**src/rtl/uart_tx_port_pkg.sv**
```systemverilog
// Shared definitions for the memory-mapped UART transmitter: register map,
// STATUS bit layout, FSM state encoding and small helpers.
package uart_tx_port_pkg;

  localparam logic [1:0] ADDR_DATA   = 2'b00;
  localparam logic [1:0] ADDR_STATUS = 2'b01;
  localparam logic [1:0] ADDR_BAUD   = 2'b10;

  localparam int STAT_OVF_BIT   = 7;
  localparam int STAT_BUSY_BIT  = 6;
  localparam int STAT_FULL_BIT  = 5;
  localparam int STAT_EMPTY_BIT = 4;

  typedef enum logic [1:0] {
    ST_IDLE  = 2'd0,
    ST_START = 2'd1,
    ST_DATA  = 2'd2,
    ST_STOP  = 2'd3
  } tx_state_e;

  // STATUS only has a 4-bit count field; deeper FIFOs report 15.
  function automatic logic [3:0] sat_count4(input int unsigned cnt);
    return (cnt > 32'd15) ? 4'd15 : cnt[3:0];
  endfunction

endpackage

```
**src/rtl/uart_tx_port_fifo.sv**
```systemverilog
// Synchronous FIFO with wrapping pointers carrying one extra lap bit,
// so full and empty are distinguished without a separate counter.
module sync_fifo #(
  parameter int WIDTH = 8,
  parameter int DEPTH = 8,
  localparam int AW = $clog2(DEPTH)
) (
  input  logic             clk,
  input  logic             rst_n,
  input  logic             push_i,
  input  logic             pop_i,
  input  logic [WIDTH-1:0] wdata_i,
  output logic [WIDTH-1:0] rdata_o,
  output logic             full_o,
  output logic             empty_o,
  output logic [AW:0]      count_o
);

  logic [WIDTH-1:0] mem_q [DEPTH];
  logic [AW:0]      wr_ptr_q;
  logic [AW:0]      rd_ptr_q;
  logic             do_push_s;
  logic             do_pop_s;

  assign empty_o   = (wr_ptr_q == rd_ptr_q);
  assign full_o    = (wr_ptr_q[AW] != rd_ptr_q[AW]) &&
                     (wr_ptr_q[AW-1:0] == rd_ptr_q[AW-1:0]);
  assign count_o   = wr_ptr_q - rd_ptr_q;
  assign do_push_s = push_i & ~full_o;
  assign do_pop_s  = pop_i & ~empty_o;
  assign rdata_o   = mem_q[rd_ptr_q[AW-1:0]];

  always_ff @(posedge clk or negedge rst_n) begin
    if (!rst_n) begin
      wr_ptr_q <= '0;
      rd_ptr_q <= '0;
    end else begin
      if (do_push_s) wr_ptr_q <= wr_ptr_q + {{AW{1'b0}}, 1'b1};
      if (do_pop_s)  rd_ptr_q <= rd_ptr_q + {{AW{1'b0}}, 1'b1};
    end
  end

  always_ff @(posedge clk) begin
    if (do_push_s) mem_q[wr_ptr_q[AW-1:0]] <= wdata_i;
  end

endmodule

```
**src/rtl/uart_tx_port.sv**
```systemverilog
// Memory-mapped 8N1 UART transmitter: bus register decode, sticky overflow,
// baud divisor, TX FIFO and the serialising FSM.
module uart_tx_port
  import uart_tx_port_pkg::*;
#(
  parameter int DATA_WIDTH = 16,
  parameter int FIFO_DEPTH = 8,
  parameter int DIV_WIDTH  = 16,
  parameter logic [DIV_WIDTH-1:0] DEFAULT_DIV = DIV_WIDTH'(217)
) (
  input  logic                  clk,
  input  logic                  rst_n,
  input  logic [DATA_WIDTH-1:0] data_in,
  output logic [DATA_WIDTH-1:0] data_out,
  input  logic [1:0]            address,
  input  logic                  rw,
  input  logic                  ce,
  output logic                  tx,
  output logic                  irq
);

  localparam int CW = $clog2(FIFO_DEPTH) + 1;

  logic                 wr_s, push_s, pop_s, full_s, empty_s, busy_s;
  logic [7:0]           fifo_rdata_s;
  logic [CW-1:0]        count_s;
  logic [DIV_WIDTH-1:0] div_eff_s;
  logic [15:0]          status_s;

  logic                 ovf_q;
  logic [DIV_WIDTH-1:0] div_q, active_div_q, baud_cnt_q;
  tx_state_e            state_q;
  logic [7:0]           shift_q;
  logic [2:0]           bit_cnt_q;
  logic                 tx_q;

  assign wr_s      = ce & rw;
  assign push_s    = wr_s & (address == ADDR_DATA);
  assign div_eff_s = (div_q == '0) ? DIV_WIDTH'(1) : div_q;
  // Pop exactly when the FSM starts a frame: from IDLE, or at the last stop-bit cycle.
  assign pop_s     = ~empty_s & ((state_q == ST_IDLE) ||
                                 ((state_q == ST_STOP) && (baud_cnt_q == '0)));
  assign busy_s    = (state_q != ST_IDLE);
  assign irq       = empty_s & ~busy_s;
  assign tx        = tx_q;
  assign status_s  = {8'h00, ovf_q, busy_s, full_s, empty_s, sat_count4(32'(count_s))};

  sync_fifo #(.WIDTH(8), .DEPTH(FIFO_DEPTH)) u_fifo (
    .clk     (clk),
    .rst_n   (rst_n),
    .push_i  (push_s),
    .pop_i   (pop_s),
    .wdata_i (data_in[7:0]),
    .rdata_o (fifo_rdata_s),
    .full_o  (full_s),
    .empty_o (empty_s),
    .count_o (count_s)
  );

  always_comb begin
    data_out = '0;
    if (ce && !rw) begin
      case (address)
        ADDR_STATUS: data_out = DATA_WIDTH'(status_s);
        ADDR_BAUD:   data_out = DATA_WIDTH'(div_q);
        default:     data_out = '0;
      endcase
    end else begin
      data_out = '0;
    end
  end

  always_ff @(posedge clk or negedge rst_n) begin
    if (!rst_n) begin
      ovf_q <= 1'b0;
      div_q <= DEFAULT_DIV;
    end else begin
      if (push_s && full_s) begin
        ovf_q <= 1'b1;
      end else if (wr_s && (address == ADDR_STATUS)) begin
        ovf_q <= 1'b0;
      end
      if (wr_s && (address == ADDR_BAUD)) div_q <= data_in[DIV_WIDTH-1:0];
    end
  end

  always_ff @(posedge clk or negedge rst_n) begin
    if (!rst_n) begin
      state_q      <= ST_IDLE;
      tx_q         <= 1'b1;
      shift_q      <= 8'h00;
      bit_cnt_q    <= 3'd0;
      baud_cnt_q   <= '0;
      active_div_q <= DIV_WIDTH'(1);
    end else begin
      case (state_q)
        ST_IDLE: begin
          tx_q <= 1'b1;
          if (!empty_s) begin
            shift_q      <= fifo_rdata_s;
            active_div_q <= div_eff_s;
            baud_cnt_q   <= div_eff_s - DIV_WIDTH'(1);
            tx_q         <= 1'b0;
            state_q      <= ST_START;
          end
        end
        ST_START: begin
          if (baud_cnt_q == '0) begin
            tx_q       <= shift_q[0];
            bit_cnt_q  <= 3'd0;
            baud_cnt_q <= active_div_q - DIV_WIDTH'(1);
            state_q    <= ST_DATA;
          end else begin
            baud_cnt_q <= baud_cnt_q - DIV_WIDTH'(1);
          end
        end
        ST_DATA: begin
          if (baud_cnt_q == '0) begin
            baud_cnt_q <= active_div_q - DIV_WIDTH'(1);
            if (bit_cnt_q == 3'd7) begin
              tx_q    <= 1'b1;
              state_q <= ST_STOP;
            end else begin
              shift_q   <= {1'b0, shift_q[7:1]};
              tx_q      <= shift_q[1];
              bit_cnt_q <= bit_cnt_q + 3'd1;
            end
          end else begin
            baud_cnt_q <= baud_cnt_q - DIV_WIDTH'(1);
          end
        end
        ST_STOP: begin
          if (baud_cnt_q == '0) begin
            if (!empty_s) begin
              shift_q      <= fifo_rdata_s;
              active_div_q <= div_eff_s;
              baud_cnt_q   <= div_eff_s - DIV_WIDTH'(1);
              tx_q         <= 1'b0;
              state_q      <= ST_START;
            end else begin
              tx_q    <= 1'b1;
              state_q <= ST_IDLE;
            end
          end else begin
            baud_cnt_q <= baud_cnt_q - DIV_WIDTH'(1);
          end
        end
        default: begin
          tx_q    <= 1'b1;
          state_q <= ST_IDLE;
        end
      endcase
    end
  end

endmodule
```
**config.mk**
```make
export PLATFORM = sky130hd
export DESIGN_NAME = uart_tx_port
export DESIGN_NICKNAME = d
export VERILOG_FILES = /design/src/rtl/uart_tx_port_pkg.sv /design/src/rtl/uart_tx_port_fifo.sv /design/src/rtl/uart_tx_port.sv
export SDC_FILE = /design/constraint.sdc
export NUM_CORES = 1
export LEC_CHECK = 0
export ABC_AREA = 1
export ABC_CLOCK_PERIOD_IN_PS = 2300
export BUFFER_PORTS_ARGS = -buffer_cell sky130_fd_sc_hd__buf_4
export CORE_UTILIZATION = 56
export CTS_CLUSTER_SIZE = 12
export DETAILED_ROUTE_END_ITERATION = 10
export PLACE_DENSITY = 0.77
export SLEW_MARGIN = 20
export SYNTH_ARGS = -nofsm -noshare
export SYNTH_HDL_FRONTEND = slang
export SYNTH_SLANG_ARGS = --single-unit
```
**constraint.sdc**
```tcl
create_clock -name clk -period 2.3 [get_ports clk]
set_input_delay 0.115 -clock clk [delete_from_list [all_inputs] [get_ports clk]]
set_output_delay 0.115 -clock clk [all_outputs]
set_load 0.02 [all_outputs]
```
======== Word-level counts from Yosys, hierarchy flattened ========
Memories as Yosys holds them, arrays and structs flattened.
Cells that the tools add are included.
word-level totals
  bits in registers ....................... 71
  RAM bits ................................ 64
  memories kept ........................... 1
  output and inout port bits .............. 18
memory list
  name          depth  bits a word  read ports  clocked after memory_dff  write ports  line                     source
  u_fifo.mem_q  8      8            1           0                         1            uart_tx_port_fifo.sv:19  logic [WIDTH-1:0] mem_q [DEPTH];
cells by class
  multiplexer cells ....................... 36
  reductions and logical operators ........ 23
  bitwise gates (word level) .............. 9
  equality and inequality tests ........... 15
  add/subtract/negate cells ............... 7
operators with widths
  cell                   count
  $mux 16                7
  $pmux 16 s2            2
  $pmux 16 s3            1
  $sub 16x1->16 const B  3
  $logic_not 16->1       2
  $mux 8                 4
  $pmux 8 s3             1
  $mux 1                 10
  $mux 2                 5
  $ne 2x2->1 const B     5
  $mux 3                 3
  $add 4x1->4 const B    2
  $pmux 2 s4             1
  $reduce_and 4->1       2
  $reduce_bool 2->1      4
  $and 1x1->1            6
  $eq 2x2->1 const B     3
  $logic_and 1x1->1      6
  $pmux 3 s2             1
  $reduce_and 5->1       1
  $eq 2x1->1 const B     2
  $eq 4x4->1             1
  $logic_not 2->1        2
  $pmux 1 s4             1
  other kinds (13)       15

======== Longest topological paths before layout ========
  depth after elaboration ................. 6
  mapped depth ............................ 17
  gate-level depth less buffers ........... 17

======== Cells and area by module ========
From an unflattened synthesis, not the netlist that was laid out.
unflattened totals
  cell total of the unflattened synthesis .. 982
  area, all modules ....................... 7851.3 um^2
by module, submodules not included
  module        times used  area each (um^2)  cells each  seq. area each (um^2)
  uart_tx_port  1           4377.9            610         1585.3
  sync_fifo     1           3473.3            372         2122.0

======== Worst setup path before layout ========
OpenSTA, ideal clock, no wires.
  path kind ............................... flip-flop to flip-flop
  from .................................... register u_fifo.rd_ptr_q[1]
  to ...................................... memory u_fifo.mem_q[7][0] (enable)
  data required time ...................... 1.925 ns
  slack ................................... -0.057 ns
  path buffers ............................ 1
  clock period less this slack ............ 2.357 ns
  arrival ................................. 1.982 ns
  cell stages (with the launch flop) ...... 11
  path through ............................ dfrtp_1 inv_1 clkbuf_1 ha_1 inv_1 nor3_1 nand2_1 nand2_1 inv_1 nand2_1 nor2_1
between the ends
  word-level cells in the longest chain between the ends .. 6
RTL lines
  item                          line                     source
  from (decl)                   uart_tx_port_fifo.sv:21  logic [AW:0] rd_ptr_q;
  from (signal assigned)        uart_tx_port_fifo.sv:39  if (do_pop_s) rd_ptr_q <= rd_ptr_q + {{AW{1'b0}}, 1'b1};
  $eq 3x3->1                    uart_tx_port_fifo.sv:27  (wr_ptr_q[AW-1:0] == rd_ptr_q[AW-1:0]);
  $logic_and 1x1->1             uart_tx_port_fifo.sv:26  assign full_o = (wr_ptr_q[AW] != rd_ptr_q[AW]) &&
  $not 1->1                     uart_tx_port_fifo.sv:29  assign do_push_s = push_i & ~full_o;
  $and 1x1->1                   uart_tx_port_fifo.sv:29
  $mux 1                        uart_tx_port_fifo.sv:44  if (do_push_s) mem_q[wr_ptr_q[AW-1:0]] <= wdata_i;
  $mux 1 (not written as such)  uart_tx_port_fifo.sv:44
  to (decl)                     uart_tx_port_fifo.sv:19
Every way passes these cells.

======== Worst setup path in the final report ========
  from .................................... register u_fifo.wr_ptr_q[0]
  to ...................................... memory u_fifo.mem_q[0][6] (enable)
between the ends
  word-level cells in the longest chain between the ends .. 6
RTL lines
  item                          line                     source
  from (decl)                   uart_tx_port_fifo.sv:20  logic [AW:0] wr_ptr_q;
  from (signal assigned)        uart_tx_port_fifo.sv:38  if (do_push_s) wr_ptr_q <= wr_ptr_q + {{AW{1'b0}}, 1'b1};
  $eq 3x3->1                    uart_tx_port_fifo.sv:27
  $logic_and 1x1->1             uart_tx_port_fifo.sv:26
  $not 1->1                     uart_tx_port_fifo.sv:29
  $and 1x1->1                   uart_tx_port_fifo.sv:29
  $mux 1                        uart_tx_port_fifo.sv:44
  $mux 1 (not written as such)  uart_tx_port_fifo.sv:44
Parallel ways exist; a longest one is shown, timed or not.

==> run summary <==
status - finished clean
power after layout - 6.85 mW
CTS tree - yes
ANT cells - 0
Layout Skew - 0.0103 ns
Hold Violations, Final - 0
Gate Count Post-Synth - 882
WL/cell - 16.3 um
most common cell in the netlist - nand2_1
vias in the first global route - 5,865
Syn Nets - 922
synthesized area per cell - 8.29 um^2
CP delay by family, top - simple AND/OR/NAND/NOR gates
Finished Cell Area - 8800 um^2
Seq/Total Area, Yosys - 50.7%
Worst Setup Path Type - register to register
Total GRT Usage - 28.7%
Setup WS pre-CTS - 0.0499 ns
Max-cap violations - 0
Yosys top cell by area - edfxtp_1
CTS H-tree lvls - 4
asr flop ratio synth - 52.6%
initial core utilization - 57.7%
row count - 41
RSZ-0062 raised after global routing - yes
# fillers - 963
Critical Path RT - 2.36 ns
Hold Crit Class - input pin to register
vias per std cell - 5.60
top sig layer - met4
num ports - 40
Tmin final - 2.23 ns
number of synthesized flops with an enable pin - 64
Post-DRT Antenna Nets - 0
NumNets Final - 1,005
Worst Setup End Kind - register
critical-path cell list - inv_1 -> ha_1 -> inv_1 -> nor3_2 -> nand2_1 -> nand2_1 -> inv_1 -> nand2_1 -> nor2_1
initial antenna violation count - 0
synthesized cell area - 7310 um^2
Die H - 116 um
Top FF cell, synth - edfxtp_1
Leak Pwr - 3.81 nW
crit-path max cell delay - 0.60 ns
Sink Count - 135
DRC Markers - 0
Worst-path clk slew - 0.06 ns
full die area - 13,500 um^2
top cells by area, synth - edfxtp_1 (26%), dfrtp_1 (22%), nand2_1 (10%), nor2_1 (7.0%), o21ai_0 (6.2%)
Final Cycle Share - 97.1%
slew margin rel. - 38.9%
# setup viols final - 0
Critical Path Slowest Stage Cell - nor2_1
synth cell count leaders - nand2_1 (194), nor2_1 (136), o21ai_0 (90)
Port Buffer Count - 39
Post-Route WL - 18,700 um
number of synthesis warnings - 0
largest net degree at the start of global routing - 72
total global routing overflow - 0
Max VDD drop - 556 uV
Max Transition Viols Final - 0
total iterations of the first detailed-routing run - 5
CP max FO - 8
CTS max path bufs - 2
GP Congestion - 0.918
Seq cells post-synth - 135
core area - 12,700 um^2
Synth top area share - 26.3%
layout cells sized above 1 - 15.1%
FMAX - 0.448 GHz
number of buffers created by CTS - 17
initial drt markers - 665
Post-DP Area - 7930 um^2
metal3 WL - 1470 um
Worst EP arrival - 2.29 ns
PD cells - 778 nW/um^2
Startpoint Class - register
Slew @ Worst Pin - 0.917 ns
Layout area overhead - 20.5%
via count - 6,444
first-pass GRT wire length - 29,000 um
Core Util, Final - 69.5%
clk root buf - clkbuf_16
setup slack after layout - 0.0661 ns
Die Wd - 116 um
Met1 Wirelength - 8320 um
Skew-Pair Late Insertion Delay - 0.43 ns
Yosys cell types - 43
Buf/Inv on CP - 3
Post-DP HPWL - 12,300 um
metal2 WL - 8590 um
[flip-flops by register name (all words and copies together) (netlist names)]
signal,count
active_div_q,16
baud_cnt_q,16
bit_cnt_q,3
div_q,16
ovf_q,1
shift_q,8
state_q,2
tx,1
u_fifo.mem_q,64
u_fifo.rd_ptr_q,4
u_fifo.wr_ptr_q,4
[logic make-up (layout without fill, tap and decap cells)]
kind of cell,after synthesis,in the layout,share of synthesized area (%)
DFF,135,135,50.7
adders and majority gates,18,18,3.18
muxes,1,1,0.154
and+or+nand+nor,412,412,23.5
xor gates and xnor gates,27,27,3.24
AOI/OAI and AO/OA,174,174,13.1
buffers and inverters,115,211,6.08
[cell usage in the layout (no fill, tap or decap), drive strengths merged]
master       synthesis  layout
a21boi               1       1
a21oi               46      46
a22oi                2       2
a31oi                2       2
and2                 1       1
and3                 1       1
buf                  6      73
clkbuf              20      17
clkinv               2       6
clkinvlp             0       1
dfrtp               64      64
dfstp                7       7
dlygate4sd3          0      17
edfxtp              64      64
fa                   1       1
ha                  17      17
inv                 87      97
mux2                 1       1
nand2              196     196
nand3               44      44
nand4                9       9
nor2               141     141
nor3                17      17
nor3b                2       2
o211ai               7       7
o21ai               96      96
o21bai               1       1
o221ai               2       2
o22ai               16      16
o31ai                1       1
or2                  1       1
xnor2                6       6
xor2                21      21
[routing by layer]
metal | up-vias | GRT usage, %
met5 | - | 0
met4 | 0 | 10.0
met1 | 3020 | 40.5
met2 | 285 | 43.8
met3 | 32 | 6.38
li1 | 3107 | -
[where the power goes]
group / leakage, nW / internal, mW / total (mW) / switching, mW
clock: 0.274 / 1.42 / 2.57 / 1.15
combinational: 2.20 / 0.526 / 1.33 / 0.806
sequential: 1.33 / 2.74 / 2.94 / 0.203
total: 3.81 / 4.69 / 6.85 / 2.16
[layout make-up]
cell class / instances / area [um^2] / area share (%)
Sequential cell: 135 / 3710 / 42.1
Multi-Input combinational cell: 632 / 3230 / 36.7
Timing Repair Buffer: 90 / 747 / 8.48
Clock buffer: 17 / 425 / 4.83
Inverter: 89 / 347 / 3.94
Tap cell: 172 / 215 / 2.44
Clock inverter: 15 / 134 / 1.52
[path summary, 6_finish.rpt]
check / endpoint / depth (start not counted) / from / slack (ns)
min: ovf_q / 4 / ce / 0.06
min in group asynchronous: baud_cnt_q[11] / 2 / rst_n / 0.36
max in group asynchronous: div_q[12] / 2 / rst_n / 1.33
min reg2reg: bit_cnt_q[1] / 2 / bit_cnt_q[1] / 0.50
max reg2reg: u_fifo.mem_q[0][6] / 9 / u_fifo.wr_ptr_q[0] / 0.07
max: u_fifo.mem_q[0][6] / 9 / u_fifo.wr_ptr_q[0] / 0.07
[tightest hold or removal path, delay by kind of cell]
kind | cells | cell delay [ns]
buf+inv | 1 | 0.12
compound gates | 1 | 0.08
simple gates | 2 | 0.13
[through the flow]
stage,hold slack [ns],TNS [ns],cells
floorplan,-0.181,-0.738,882
global placement,0.308,0,1094
detailed placement,0.303,0,1094
CTS,0.0410,0,1143
global route,0.0843,-2.89,1150
finish,0.0557,0,1150
[timing repair]
item	in CTS	in global routing
pin swaps	0	4
hold endpoints to repair	137	0
hold buffers	17	0
resized for setup	3	26
setup buffers	0	7
setup endpoints to repair	1	63
No activity file was read; power rests on OpenSTA's default activity.
